File: config.mk
export PLATFORM = sky130hd
export DESIGN_NAME = es8388_init_ctrl
export DESIGN_NICKNAME = d
export VERILOG_FILES = /design/src/rtl/es8388_pkg.sv /design/src/rtl/es8388_delay_timer.sv /design/src/rtl/es8388_init_ctrl.sv
export SDC_FILE = /design/constraint.sdc
export NUM_CORES = 1
export LEC_CHECK = 0
export BUFFER_PORTS_ARGS = -buffer_cell sky130_fd_sc_hd__buf_2
export CAP_MARGIN = 20
export CORE_MARGIN = 8
export CORE_UTILIZATION = 25
export DETAILED_ROUTE_END_ITERATION = 6
export GPL_ROUTABILITY_DRIVEN = 0
export GPL_TIMING_DRIVEN = 0
export PLACE_DENSITY_LB_ADDON = 0.05
export SYNTH_ARGS = -nofsm -noshare
export SYNTH_HDL_FRONTEND = slang
export SYNTH_SLANG_ARGS = --single-unit
File: constraint.sdc
create_clock -name clk -period 2.1 [get_ports clk]
set_input_delay 0.315 -clock clk [delete_from_list [all_inputs] [get_ports clk]]
set_output_delay 0.315 -clock clk [all_outputs]
set_load 0.03 [all_outputs]
File: src/rtl/es8388_pkg.sv
// rtl/es8388_pkg.sv - shared FSM states, codec register constants and delay sizing for the ES8388 init controller
package es8388_pkg;

  typedef enum logic [3:0] {
    ST_IDLE,
    ST_FETCH,
    ST_LATCH,
    ST_ISSUE,
    ST_WAIT_ACK,
    ST_DELAY,
    ST_NEXT,
    ST_DONE,
    ST_ERR
  } state_e;

  localparam logic [7:0] REG_PWR = 8'h02;
  localparam logic [7:0] REG_RST = 8'h00;

  function automatic int unsigned ms_to_cycles(input int unsigned clk_hz, input int unsigned ms);
    return (clk_hz / 1000) * ms;
  endfunction

endpackage

File: src/rtl/es8388_delay_timer.sv
// rtl/es8388_delay_timer.sv - loadable down-counter; expired_o is high once the loaded count has run out
module es8388_delay_timer #(
  parameter int W = 8
) (
  input  logic         clk,
  input  logic         rst,
  input  logic         load_i,
  input  logic [W-1:0] cycles_i,
  output logic         expired_o
);

  logic [W-1:0] cnt_q, cnt_d;

  // Saturates at zero so an idle timer never wraps.
  always_comb begin
    cnt_d = cnt_q;
    if (load_i) begin
      cnt_d = cycles_i;
    end else if (cnt_q != '0) begin
      cnt_d = cnt_q - 1'b1;
    end
  end

  always_ff @(posedge clk or posedge rst) begin
    if (rst) begin
      cnt_q <= '0;
    end else begin
      cnt_q <= cnt_d;
    end
  end

  assign expired_o = (cnt_q == '0);

endmodule

File: src/rtl/es8388_init_ctrl.sv
// rtl/es8388_init_ctrl.sv - walks the codec register table, issuing I2C writes with reset/power-up waits
// Define ES8388_INIT_RETRY_EN to retry NACKed writes up to MAX_RETRY times before failing.
module es8388_init_ctrl
  import es8388_pkg::*;
#(
  parameter int unsigned SYS_CLK_HZ  = 50_000_000,
  parameter int unsigned RST_WAIT_MS = 100,
  parameter int unsigned PWR_WAIT_MS = 500,
  parameter int unsigned MAX_RETRY   = 3
) (
  input  logic        clk,
  input  logic        rst,
  input  logic        start,
  output logic [7:0]  tbl_addr,
  input  logic [15:0] tbl_q,
  input  logic [7:0]  tbl_dev_id,
  input  logic [7:0]  tbl_lut_size,
  output logic        wr_req,
  output logic [7:0]  wr_dev,
  output logic [7:0]  wr_reg,
  output logic [7:0]  wr_data,
  input  logic        wr_done,
  input  logic        wr_ack_err,
  output logic        busy,
  output logic        init_done,
  output logic        init_err,
  output logic [7:0]  err_idx
);

  localparam int unsigned RST_CYC = ms_to_cycles(SYS_CLK_HZ, RST_WAIT_MS);
  localparam int unsigned PWR_CYC = ms_to_cycles(SYS_CLK_HZ, PWR_WAIT_MS);
  localparam int unsigned MAX_CYC = (RST_CYC > PWR_CYC) ? RST_CYC : PWR_CYC;
  localparam int DLY_W = (MAX_CYC == 0) ? 1 : $clog2(MAX_CYC + 1);
  localparam logic [DLY_W-1:0] RST_CNT = DLY_W'(RST_CYC);
  localparam logic [DLY_W-1:0] PWR_CNT = DLY_W'(PWR_CYC);

  state_e     state_q, state_d;
  logic [7:0] tbl_addr_q, tbl_addr_d;
  logic [7:0] wr_dev_q, wr_dev_d;
  logic [7:0] wr_reg_q, wr_reg_d;
  logic [7:0] wr_data_q, wr_data_d;
  logic       init_done_q, init_done_d;
  logic       init_err_q, init_err_d;
  logic [7:0] err_idx_q, err_idx_d;
`ifdef ES8388_INIT_RETRY_EN
  localparam int RTY_W = (MAX_RETRY == 0) ? 1 : $clog2(MAX_RETRY + 1);
  logic [RTY_W-1:0] retry_q, retry_d;
`endif

  logic             dly_load;
  logic [DLY_W-1:0] dly_cycles;
  logic             dly_expired;
  logic             go_err;
  logic             is_rst_wr, is_pwr_wr;

  assign is_rst_wr = (wr_reg_q == REG_RST) && wr_data_q[7];
  assign is_pwr_wr = (wr_reg_q == REG_PWR) && (wr_data_q == 8'h00);

  es8388_delay_timer #(.W(DLY_W)) u_delay (
    .clk      (clk),
    .rst      (rst),
    .load_i   (dly_load),
    .cycles_i (dly_cycles),
    .expired_o(dly_expired)
  );

  always_comb begin
    state_d     = state_q;
    tbl_addr_d  = tbl_addr_q;
    wr_dev_d    = wr_dev_q;
    wr_reg_d    = wr_reg_q;
    wr_data_d   = wr_data_q;
    init_done_d = init_done_q;
    init_err_d  = init_err_q;
    err_idx_d   = err_idx_q;
`ifdef ES8388_INIT_RETRY_EN
    retry_d     = retry_q;
`endif
    dly_load    = 1'b0;
    dly_cycles  = '0;
    go_err      = 1'b0;

    case (state_q)
      ST_IDLE, ST_DONE, ST_ERR: begin
        if (start) begin
          init_done_d = 1'b0;
          init_err_d  = 1'b0;
          err_idx_d   = 8'h00;
          tbl_addr_d  = 8'h00;
          if (tbl_lut_size == 8'h00) begin
            state_d     = ST_DONE;
            init_done_d = 1'b1;
          end else begin
            state_d = ST_FETCH;
          end
        end
      end
      ST_FETCH: state_d = ST_LATCH;
      ST_LATCH: begin
        wr_reg_d  = tbl_q[15:8];
        wr_data_d = tbl_q[7:0];
        wr_dev_d  = tbl_dev_id;
`ifdef ES8388_INIT_RETRY_EN
        retry_d   = '0;
`endif
        state_d   = ST_ISSUE;
      end
      ST_ISSUE: state_d = ST_WAIT_ACK;
      ST_WAIT_ACK: begin
        if (wr_done) begin
          if (wr_ack_err) begin
`ifdef ES8388_INIT_RETRY_EN
            if (32'(retry_q) < MAX_RETRY) begin
              retry_d = retry_q + 1'b1;
              state_d = ST_ISSUE;
            end else begin
              go_err = 1'b1;
            end
`else
            go_err = 1'b1;
`endif
          end else if (is_rst_wr) begin
            dly_load   = 1'b1;
            dly_cycles = RST_CNT;
            state_d    = ST_DELAY;
          end else if (is_pwr_wr) begin
            dly_load   = 1'b1;
            dly_cycles = PWR_CNT;
            state_d    = ST_DELAY;
          end else begin
            state_d = ST_NEXT;
          end
        end
      end
      ST_DELAY: begin
        if (dly_expired) begin
          state_d = ST_NEXT;
        end
      end
      ST_NEXT: begin
        tbl_addr_d = tbl_addr_q + 8'd1;
        if (tbl_addr_d == tbl_lut_size) begin
          state_d     = ST_DONE;
          init_done_d = 1'b1;
        end else begin
          state_d = ST_FETCH;
        end
      end
      default: state_d = ST_IDLE;
    endcase

    // err_idx captures the entry that was being written when the NACK landed.
    if (go_err) begin
      state_d    = ST_ERR;
      init_err_d = 1'b1;
      err_idx_d  = tbl_addr_q;
    end
  end

  always_ff @(posedge clk or posedge rst) begin
    if (rst) begin
      state_q     <= ST_IDLE;
      tbl_addr_q  <= 8'h00;
      wr_dev_q    <= 8'h00;
      wr_reg_q    <= 8'h00;
      wr_data_q   <= 8'h00;
      init_done_q <= 1'b0;
      init_err_q  <= 1'b0;
      err_idx_q   <= 8'h00;
`ifdef ES8388_INIT_RETRY_EN
      retry_q     <= '0;
`endif
    end else begin
      state_q     <= state_d;
      tbl_addr_q  <= tbl_addr_d;
      wr_dev_q    <= wr_dev_d;
      wr_reg_q    <= wr_reg_d;
      wr_data_q   <= wr_data_d;
      init_done_q <= init_done_d;
      init_err_q  <= init_err_d;
      err_idx_q   <= err_idx_d;
`ifdef ES8388_INIT_RETRY_EN
      retry_q     <= retry_d;
`endif
    end
  end

  assign tbl_addr  = tbl_addr_q;
  assign wr_req    = (state_q == ST_ISSUE);
  assign wr_dev    = wr_dev_q;
  assign wr_reg    = wr_reg_q;
  assign wr_data   = wr_data_q;
  assign busy      = !((state_q == ST_IDLE) || (state_q == ST_DONE) || (state_q == ST_ERR));
  assign init_done = init_done_q;
  assign init_err  = init_err_q;
  assign err_idx   = err_idx_q;

endmodule

# ---- After elaboration in Yosys (flattened, before gate mapping)
# Index checks and enable logic that the tools add are counted.
dict set report word_totals {
  register_bits 71
  in_bits 37
  output_inout_bits 44
}
dict set report classes {
  addsub 2
  eq_ne 16
  muxes 36
  reduce_logical 20
}
# operator count
set ops {}
lappend ops {{2-to-1 mux 25 bit} 7}
lappend ops {{one-hot mux 4 bit (7 select lines)} 1}
lappend ops {{logical NOT 25 bit} 1}
lappend ops {{nonzero test 25 bit} 1}
lappend ops {{subtractor 25 x 1 -> 25 bit (second input constant)} 1}
lappend ops {{logical NOT 8 bit} 3}
lappend ops {{2-to-1 mux 8 bit} 3}
lappend ops {{2-to-1 mux 4 bit} 5}
lappend ops {{== test 4 x 3 -> 1 bit (second input constant)} 4}
lappend ops {{one-hot mux 8 bit (2 select lines)} 1}
lappend ops {{2-to-1 mux 1 bit} 14}
lappend ops {{inequality test 3 bit (second input constant)} 4}
lappend ops {{adder 8 x 1 -> 8 bit (second input constant)} 1}
lappend ops {{== test 4 x 2 -> 1 bit (second input constant)} 2}
lappend ops {{== test 8 x 2 -> 1 bit (second input constant)} 1}
lappend ops {{== test 8 bit} 1}
lappend ops {{nonzero test 2 bit} 4}
lappend ops {{2-to-1 mux 3 bit} 2}
lappend ops {{== test 4 x 1 -> 1 bit (second input constant)} 1}
lappend ops {{== test 4 bit (second input constant)} 1}
lappend ops {{logical NOT 4 bit} 1}
lappend ops {{2-to-1 mux 2 bit} 2}
lappend ops {{inequality test 2 bit (second input constant)} 2}
lappend ops {{AND reduction 2 bit} 2}
lappend ops {{7 further kinds} 9}

# ---- Depth between registers and ports, before layout
# Gate-level depths: netlist of the first run.
dict set report logic_depth {
  word_depth 8
  depth_mapped 8
  depth_no_buf 7
}

# ---- Cells and area by module
# Synthesis of the first run repeated with hierarchy kept, for this count alone.
dict set report unflattened {
  cells_unflattened 403
  hier_area_um2 4016.4
}
# mod n_inst cells_per_inst area_per_inst_um2
set by_module_without_submodules {}
lappend by_module_without_submodules {es8388_init_ctrl 1 220 2389.8}
lappend by_module_without_submodules {es8388_delay_timer 1 183 1626.6}

# ---- Worst setup path after synthesis of the first run
# OpenSTA, ideal clock, no wires.
dict set report synth_path {
  path_kind {register to register}
  start {register u_delay.cnt_q[20]}
  end {register u_delay.cnt_q[17]}
  setup_ns 0.133
  arrival_time_ns 2.039
  t_required_ns 1.967
  setup_slack_ns -0.072
  path_stages_with_launch 7
  period_less_slack_ns 2.172
  path_cell_list {dfrtp_1 > or4_4 > or4_4 > buf_6 > o211ai_4 > xor2_1 > nor2_1}
}
dict set report synth_via {
  elab_chain_len 2
}
# element line_no
set synth_rtl {}
lappend synth_rtl {{from (decl)} es8388_delay_timer.sv:12} ;# logic [W-1:0] cnt_q, cnt_d;
lappend synth_rtl {{from (signal assigned)} es8388_delay_timer.sv:28} ;# cnt_q <= cnt_d;
lappend synth_rtl {{nonzero test 25 bit} es8388_delay_timer.sv:19} ;# end else if (cnt_q != '0) begin
lappend synth_rtl {{nonzero test 2 bit (no source line)} --}
# Every way passes these cells.
# A chain may end at the register's enable or synchronous reset.

# ---- Worst setup path after layout of the first run
dict set report layout_path {
  start {register u_delay.cnt_q[14]}
  end {register u_delay.cnt_q[17]}
}
dict set report layout_via {
  elab_chain_len 3
  word_cells_on_any_way 5
  cone_classes {1 x add/sub; 2 x mux; 2 x reduce/logical}
}
# element line_no
set layout_rtl {}
lappend layout_rtl {{subtractor 25 x 1 -> 25 bit} es8388_delay_timer.sv:20} ;# cnt_d = cnt_q - 1'b1;
lappend layout_rtl {{2-to-1 mux 25 bit} es8388_delay_timer.sv:19}
lappend layout_rtl {{2-to-1 mux 25 bit} es8388_delay_timer.sv:17} ;# if (load_i) begin
# Several ways; a longest one is shown, not always the timed one. The select of a mux whose other input is x is not followed.

==> metrics, run 1 <==
initial antenna violation count 0; leak pwr 2.18 nW; crit end category register; CTS hold repair buffers 0; clk sink count 71; HPWL after DPL 8330 um; max reg flops 25; RSZ-0062 raised after global routing true; Worst Setup Path Type register to register; Die Span Y 140 um; YS warnings 0; clk_lat worst skew 0.34 ns; share of the synthesized area in the top cell type 0.465; violated checks negative setup slack; xor and xnor area share after synthesis 0.0573; Setup violations, final 3; Rows 45; Die Area 19500 sq um; Post-Syn Area 3820 sq um; Starting Density 0.253; Vias 3329; first-pass GRT wire length 18700 um; Die Wd 140 um; CTS tree done; EDFF count, synth 0; Worst Hold Class input port to asynchronous set/reset pin; Remaining DRCs 0; prevailing post-synth register cell dfrtp_1; Peak VDD IR 0.000694 V; synthesized-area fraction occupied by adder cells 0.00655; core box area 15100 sq um; overflow left after global routing 0; most flop-heavy register u_delay.cnt_q; crit path max fanout 9; most used routing layer met2; Buf/Inv on CP 2; Power Density 1300 nW/um^2; Switch Pwr 2.74 mW; peak per-stage delay on the critical path 0.54 ns; number of DRC markers in iteration 0 184; synth unique cells 64; startpoint types register; Post-DRT Antenna Nets 0; IO buf count 80; CP max stage cell or4_4; Worst-Margin Slew 0.532 ns; Clock power frac 0.266; Post-Route Setup TNS -0.139 ns; mux cell area share after synthesis 0.0678; asr flop ratio synth 1.00; largest net degree at the start of global routing 30; synthesized instance count 381; Area growth syn-to-layout 36.2%; Worst Hold Margin 0.0204 ns; CTS H-tree lvls 3; Detailed Route WL 11300 um; Layout Skew 0.00547 ns; Worst R2R End u_delay.cnt_q[17]$_DFFE_PP0P_; CTS buffer count 9; worst r2r path cells 7; Final Slew Violations 0; max-cap violations 0; layout cells sized above 1 0.355; largest family of logic cells by synthesized area simple AND/OR/NAND/NOR gates; CP startpoint u_delay.cnt_q[14]$_DFFE_PP0P_; CP Data Required Time 2.32 ns; reg-to-reg setup timing slack -0.07 ns; Final WS setup -0.0721 ns; mean post-synth cell area 10.0 sq um; critical path's top delay family simple AND/OR/NAND/NOR gates; vias in the first global route 3438; met3 Use GR 0.0421; sequential power share 0.345; worst path arrival time 2.39 ns; FF-to-FF Start u_delay.cnt_q[14]$_DFFE_PP0P_; Synth area leader dfrtp_1; vias per cell 4.89; Net Count, Synth 420; dpl ws -0.763 ns; Slew headroom 0.645; GRT Util Overall 0.120; P_int 4.02 mW; NumNets Final 527; diode count 0; Max Clock Freq 460 MHz; Synth Area in Compound Gates 0.157; critical-path cell list or3_4, or4_4, buf_12, o211ai_4, buf_4, xor2_1, nor2_1; Period minus WS final 2.17 ns; num ports 81; switch share 0.405; Worst-path clk slew 0.06 ns; Root Driver clkbuf_16; CTS Buffer Depth 2; Synth Area in Simple Gates 0.216; sequential area share after synthesis 0.465; DR WL/cell 16.6 um; DR pass1 iterations 4; crit share post-route 1.03; combinational share of power 0.388; largest cells by area after synthesis dfrtp_1 (47%), mux2_1 (6.8%), xnor2_1 (3.4%); status finished, violations left; met1 GRT Util 0.150; flops & latches, synth 71; met2 usage 0.194; final hold viol count 0
## metal layers
| metal | share of wire | vias up |
|---|---|---|
| li1 | - | 1613 |
| met2 | 0.48 | 64 |
| met5 | 0 | - |
| met1 | 0.46 | 1647 |
| met4 | 0.0084 | 0 |
| met3 | 0.048 | 5 |
## worst max path at each step
stage | endpoint | cells after the start
after floorplan | u_delay.cnt_q[23]$_DFFE_PP0P_ | 5
after global placement | u_delay.cnt_q[7]$_DFFE_PP0P_ | 6
after detailed placement | u_delay.cnt_q[5]$_DFFE_PP0P_ | 6
after CTS | u_delay.cnt_q[17]$_DFFE_PP0P_ | 7
after global routing | u_delay.cnt_q[17]$_DFFE_PP0P_ | 7
final | u_delay.cnt_q[17]$_DFFE_PP0P_ | 7
## power by group through the flow
stage / combinational [mW] / clock (mW) / sequential, mW
2_1_floorplan: 1.19 / 0 / 2.76
3_3_place_gp: 2.46 / 0 / 2.24
3_5_place_dp: 2.48 / 0 / 2.24
4_1_cts: 2.57 / 1.87 / 2.31
5_1_grt: 2.84 / 1.92 / 2.42
6_report: 2.62 / 1.80 / 2.33
## area by class of cell
| type | instances | area (sq um) |
|---|---|---|
| clock buffers | 10 | 239 |
| inverters | 10 | 41.3 |
| fillers | 1562 | 9890 |
| clock inverters | 6 | 108 |
| plain buffers | 16 | 97.6 |
| flip-flops and latches | 71 | 1780 |
| repair buffers | 99 | 568 |
| well taps | 188 | 235 |
| multi-input cells | 281 | 2130 |
## worst register-to-register path, cell delays in order (launching register included)
cell,delay [ns]
dfrtp_1,0.44
or3_4,0.39
or4_4,0.54
buf_12,0.17
o211ai_4,0.18
buf_4,0.14
xor2_1,0.15
nor2_1,0.05
## placed cells by master, fill, tap and decap left out, types with 4 or more instances in the layout
master | Yosys | final
nor3_1 | 11 | 7
or2_1 | 4 | 4
o22ai_1 | 4 | 4
o21ai_1 | 25 | 24
xnor2_1 | 15 | 15
nor2_1 | 30 | 29
or3_1 | 7 | 5
inv_1 | 10 | 8
nand2_1 | 34 | 34
clkbuf_1 | 14 | 5
a211oi_1 | 7 | 7
o21ai_0 | 5 | 5
o31ai_1 | 4 | 4
xor2_1 | 10 | 10
buf_4 | 0 | 17
nand3_1 | 9 | 7
buf_2 | 2 | 84
mux2_1 | 23 | 23
nor4_2 | 2 | 4
clkbuf_16 | 0 | 9
clkbuf_2 | 0 | 5
a21oi_1 | 7 | 7
a22oi_1 | 4 | 4
nor2b_1 | 7 | 7
dfrtp_1 | 71 | 67
nor4_4 | 1 | 5
dfrtp_2 | 0 | 4
## per-stage QoR
stage | power [mW] | area (sq um) | cells | utilization
5_1_grt | 7.18 | 5200 | 681 | 0.345
4_1_cts | 6.75 | 5060 | 678 | 0.335
3_5_place_dp | 4.73 | 4500 | 651 | 0.298
2_1_floorplan | 3.94 | 3830 | 381 | -
6_report | 6.75 | 5200 | 681 | 0.345
3_3_place_gp | 4.70 | 4460 | 649 | 0.296
## logic make-up after synthesis
group | count (synthesis)
mux | 23
buf+inv | 29
fa+ha+maj | 2
compound gates | 86
flops | 71
xor+xnor | 25
simple gates | 145
## synth_stat cells, drive strengths merged, types with 2 or more instances
cell and instances:
xnor2 15, a22oi 4, nand3b 2, inv 10
clkbuf 14, o211ai 7, and4 2, nand4 4
a31oi 3, nor4 12, o22a 2, nor2 31
o41ai 3, nand2b 3, or4 4, or2 5
nand2 35, a2bb2oi 2, a21o 3, or3 8
nor2b 7, dfrtp 71, buf 5, o31ai 4
ha 2, o22ai 4, a21oi 8, nor4b 4
and3 3, nor3 11, mux2 23, nand3 9
xor2 10, a211oi 7, a31o 2, o21ai 30
## timing repair
action | 4_1_cts | 5_1_grt
buffers inserted | 14 | 3
pin swaps | 10 | 7
endpoints found under the setup margin | 64 | 42
gates resized for setup | 25 | 30
No activity file was read; power rests on OpenSTA's default activity.
==> run 2, diff against run 1 <==
CORE_UTILIZATION = 40   (was 25)
==> metrics, run 2 (same netlist as run 1, synthesis figures left out) <==
status finished clean; switch share 0.401; clk_lat worst skew 0.35 ns; Layout Skew 0.0102 ns; leak pwr 2.16 nW; DR pass1 iterations 4; Peak VDD IR 0.000861 V; Die Area 12900 sq um; Slew headroom 0.506; largest net degree at the start of global routing 41; DR WL/cell 16.0 um; Vias 3283; Switch Pwr 2.60 mW; FF-to-FF Start u_delay.cnt_q[15]$_DFFE_PP0P_; CP max stage cell or4_4; max reg flops 25; Starting Density 0.413; Worst Setup Path Type register to register; CP startpoint u_delay.cnt_q[15]$_DFFE_PP0P_; IO buf count 80; Clock power frac 0.244; GRT Util Overall 0.159; Final Slew Violations 0; initial antenna violation count 0; peak per-stage delay on the critical path 0.61 ns; most flop-heavy register u_delay.cnt_q; Remaining DRCs 0; CTS Buffer Depth 2; crit path max fanout 5; placed inst area 4410 sq um; Period minus WS final 2.07 ns; Worst-path clk slew 0.08 ns; critical-path cell list or3_4, or4_4, nor2_4, o21ai_1, a22oi_1; diode count 0; number of DRC markers in iteration 0 204; Rows 35; total power 6.49 mW; CTS H-tree lvls 3; CP Data Required Time 2.35 ns; vias per cell 5.27; Root Driver clkbuf_8; Die Wd 114 um; worst path arrival time 2.33 ns; num ports 81; core box area 9240 sq um; dpl cells 591; max-cap violations 0; CTS hold repair buffers 0; Setup violations, final 0; Worst-Margin Slew 0.739 ns; Area growth syn-to-layout 31.7%; most common cell after layout, fill and taps aside buf_2; RSZ-0062 raised after global routing true; Max Clock Freq 483 MHz; vias in the first global route 3383; HPWL after DPL 7100 um; clk sink count 71; crit end category register; first-pass GRT wire length 16800 um; NumNets Final 528; worst r2r path cells 5; CTS buffer count 9; Worst Hold Class input port to asynchronous set/reset pin; final hold viol count 0; Final Instance Count excl. Fillers 623; layout cells sized above 1 0.342; FILL cells 883; combinational share of power 0.398; Detailed Route WL 9980 um; sequential power share 0.359; CTS tree done; P_int 3.88 mW; Die Span Y 114 um; crit share post-route 0.986; Post-DRT Antenna Nets 0; Sequential Area 1780 sq um; startpoint types register; area of the multi-input gates 2120 sq um; Power Density 1290 nW/um^2; post-route design area 5030 sq um; overflow left after global routing 0; most frequent cells in the layout buf_2 (83), dfrtp_1 (69), nand2_1 (34)
-- run 2: cell types whose count changed in the layout (fill, tap and decap cells not counted), sizes merged --
| cell | delta |
|---|---|
| bufinv | +2 |
| clkinv | -1 |
| clkinvlp | -1 |
| or4 | +1 |
-- run 2: path summary, 6_finish.rpt --
path / to / slack (ns)
setup reg to reg: state_q[1]$_DFFE_PP0P_ / 0.03
max in group asynchronous: state_q[3]$_DFFE_PP0P_ / 1.37
setup / recovery: state_q[1]$_DFFE_PP0P_ / 0.03
hold reg to reg: wr_dev[2]$_DFFE_PP0P_ / 0.48
hold / removal: u_delay.cnt_q[5]$_DFFE_PP0P_ / 0.08
min in group clk: wr_data[0]$_DFFE_PP0P_ / 0.18
-- run 2: per-layer routing --
| layer | share of wire | GRT usage |
|---|---|---|
| met5 | 0 | 0 |
| met4 | 0.014 | 0.0497 |
| met3 | 0.045 | 0.0465 |
| met2 | 0.48 | 0.257 |
| met1 | 0.46 | 0.200 |
-- run 2: worst max-delay path, delay by kind of cell (launching register included) --
family | cells | cell delay (ns)
AND/OR/NAND/NOR | 3 | 1.24
AO/OA/AOI/OAI | 2 | 0.31
flip-flops | 1 | 0.43
-- run 2: layout make-up --
type / count / area share
multi-input cells: 282 / 0.421
clock inverters: 6 / 0.0308
clock buffers: 10 / 0.0274
inverters: 10 / 0.00821
flip-flops and latches: 71 / 0.354
well taps: 129 / 0.0321
plain buffers: 15 / 0.0144
repair buffers: 100 / 0.112
-- run 2: per-stage QoR --
step / hold WS [ns] / setup WS [ns] / setup TNS (ns) / utilization
floorplan: 0.437 / 0.0275 / 0 / -
CTS: 0.115 / 0.00148 / 0 / 0.528
global route: 0.117 / -0.0293 / -0.0733 / 0.544
detailed placement: 0.466 / -0.632 / -17.15 / 0.477
global placement: 0.461 / -0.635 / -16.89 / 0.475
finish: 0.0789 / 0.0286 / 0 / 0.544
-- run 2: power groups by stage --
stage / Combinational, mW / Clock, mW / Sequential, mW
6_report: 2.58 / 1.58 / 2.33
5_1_grt: 2.82 / 1.69 / 2.41
4_1_cts: 2.55 / 1.62 / 2.28
3_5_place_dp: 2.44 / 0 / 2.24
3_3_place_gp: 2.41 / 0 / 2.22
2_1_floorplan: 1.19 / 0 / 2.76
-- run 2: repair_timing --
item	4_1_cts	5_1_grt
endpoints found under the setup margin	62	45
pin swaps	11	5
hold endpoints to repair	0	0
setup buffers	11	8
gates resized for setup	24	26
gates cloned	1	0
==> run 3, diff against run 2 <==
SYNTH_HIERARCHICAL = 1   (was default)
==> metrics, run 3 <==
status finished, violations left; violated checks negative setup slack; Die Area 13500 sq um; sequential area share after synthesis 0.442; core box area 9770 sq um; crit end category register; Buf/Inv on CP 0; flops & latches, synth 71; FILL cells 848; synth cell count leaders dfrtp_1 (71), nand2_1 (32), nor2_1 (23); largest cells by area after synthesis dfrtp_1 (44%), mux2_2 (4.8%), xnor2_1 (3.3%); Worst-path clk slew 0.08 ns; Vias 3654; synthesized instance count 403; vias per cell 5.32; crit path max fanout 2; max reg flops 25; CTS Buffer Depth 2; Slew headroom 0.584; Root Driver clkbuf_8; peak per-stage delay on the critical path 0.43 ns; diode count 0; Post-Syn Area 4020 sq um; Rows 36; critical-path cell list ha_4, xor2_1, a2111o_1, a2111oi_4, a21oi_2, mux2_4; Crit path depth 6; Synth area leader dfrtp_1; share of the synthesized area in the top cell type 0.442; NumNets Final 589; Peak VDD IR 0.000703 V; Worst Setup Path Type register to register; CP max stage cell dfrtp_2; met1 GRT Util 0.201; DR WL/cell 16.5 um; CP startpoint tbl_addr[0]$_DFFE_PP0P_; vias in the first global route 3627; Sequential Area 1790 sq um; FF-to-FF Start tbl_addr[0]$_DFFE_PP0P_; EDFF count, synth 0; Setup violations, final 10; DR pass1 iterations 4; HPWL after DPL 7880 um; max-cap violations 0; reg-to-reg setup timing slack -0.11 ns; Worst Hold Class input port to register; Die Span Y 116 um; Max Clock Freq 454 MHz; crit share post-route 1.05; clk sink count 71; count leader, synth dfrtp_1; met3 Use GR 0.0419; Remaining DRCs 0; Starting Density 0.411; Power Density 1160 nW/um^2; worst r2r path cells 6; Period minus WS final 2.21 ns; leak pwr 2.48 nW; YS warnings 6; final hold viol count 0; Worst-Margin Slew 0.619 ns; asr flop ratio synth 1.00; Detailed Route WL 11300 um; Die Wd 116 um; initial antenna violation count 0; RSZ-0062 raised after global routing true; Worst R2R End init_done$_DFFE_PP0P_; CTS H-tree lvls 3; layout cells sized above 1 0.451; number of DRC markers in iteration 0 148; IO buf count 80; overflow left after global routing 0; worst path arrival time 2.44 ns; GRT Util Overall 0.168; CP Data Required Time 2.33 ns; most flop-heavy register u_delay/cnt_q; num ports 81; met2 usage 0.289; most used routing layer met2; area of the multi-input gates 2440 sq um; Area growth syn-to-layout 42.0%; critical path's top delay family compound AO/OA/AOI/OAI gates; most common cell after layout, fill and taps aside buf_2; largest net degree at the start of global routing 26; clk_lat worst skew 0.35 ns; synth unique cells 65; mean post-synth cell area 9.97 sq um; Layout Utilization 0.583; startpoint types register; Final Slew Violations 0; first-pass GRT wire length 18000 um; prevailing post-synth register cell dfrtp_1; Layout Skew 0.0162 ns; Final WS setup -0.105 ns; Post-DRT Antenna Nets 0; CTS tree done; CTS buffer count 9; Worst Setup EP init_done$_DFFE_PP0P_; most frequent cells in the layout buf_2 (83), dfrtp_1 (60), buf_4 (46); Post-Route Setup TNS -0.384 ns
## run 3: cell count changes in the layout (fill, tap and decap cells not counted), sizes merged, moves of 7 or more
cell,previous run,this run
nor2,31,23
buf,104,144
a22o,1,8
conb,0,11
o31ai,4,17
o211ai,7,0
clkbuf,21,14
## run 3: power by group
part | switching (mW) | leakage, nW | internal (mW)
Clock | 0.535 | 0.116 | 0.822
Combinational | 1.77 | 1.47 | 1.31
Sequential | 0.384 | 0.891 | 1.78
## run 3: worst min path at each step
stage / end / from / depth (start not counted)
final: wr_reg[3]$_DFFE_PP0P_ / tbl_q[11] / 2
after floorplan: u_delay/cnt_q[0]$_DFFE_PP0P_ / rst / 1
after detailed placement: tbl_addr[2]$_DFFE_PP0P_ / rst / 2
after global placement: init_err$_DFFE_PP0P_ / init_err$_DFFE_PP0P_ / 1
after global routing: wr_reg[3]$_DFFE_PP0P_ / tbl_q[11] / 2
after CTS: wr_dev[2]$_DFFE_PP0P_ / rst / 2
## run 3: layer usage
metal	up-vias	wire, um
met5	-	0
li1	1770	-
met4	0	240
met1	1778	4840
met3	24	466
met2	82	5790
## run 3: final cells by class
cell class,instances,share of cell area
multi-input cells,310,0.429
repair buffers,131,0.149
clock buffers,11,0.0248
clock inverters,5,0.0184
inverters,9,0.00592
flip-flops and latches,71,0.314
plain buffers,17,0.0296
well taps,133,0.0292
## run 3: logic make-up after synthesis
group,share of synthesized area
AND/OR/NAND/NOR,0.204
multiplexers,0.0735
adder cells (fa/ha/maj),0.00935
XOR/XNOR,0.0542
other,0.000934
AO/OA/AOI/OAI,0.177
flip-flops,0.442
buffers and inverters,0.0389
## run 3: repair_timing
item | 4_1_cts | 5_1_grt
setup endpoints to repair | 50 | 48
hold endpoints to repair | 0 | 6
pin swaps | 15 | 20
hold buffers | 0 | 1
cloned | 0 | 1
buffers inserted | 29 | 18
resized for setup | 51 | 45
## run 3: through the flow
| stage | instance area, sq um | power (mW) | hold slack, ns | cells | setup WS [ns] |
|---|---|---|---|---|---|
| final | 5700 | 6.61 | 0.179 | 687 | -0.105 |
| after global routing | 5700 | 6.99 | 0.163 | 687 | -0.141 |
| after CTS | 5360 | 6.44 | 0.0109 | 669 | -0.0983 |
| after detailed placement | 4720 | 4.76 | 0.391 | 627 | -0.453 |
| after global placement | 4700 | 4.72 | 0.460 | 626 | -0.433 |
| after floorplan | 4130 | 4.02 | 0.342 | 413 | -0.218 |
## run 3: worst reg2reg max path: cells and delay by family (launching register included)
| family | cells | cell delay, ns |
|---|---|---|
| AO/OA/AOI/OAI | 3 | 0.94 |
| flip-flops | 1 | 0.43 |
| multiplexers | 1 | 0.31 |
| adder cells (fa/ha/maj) | 1 | 0.25 |
| XOR/XNOR | 1 | 0.16 |
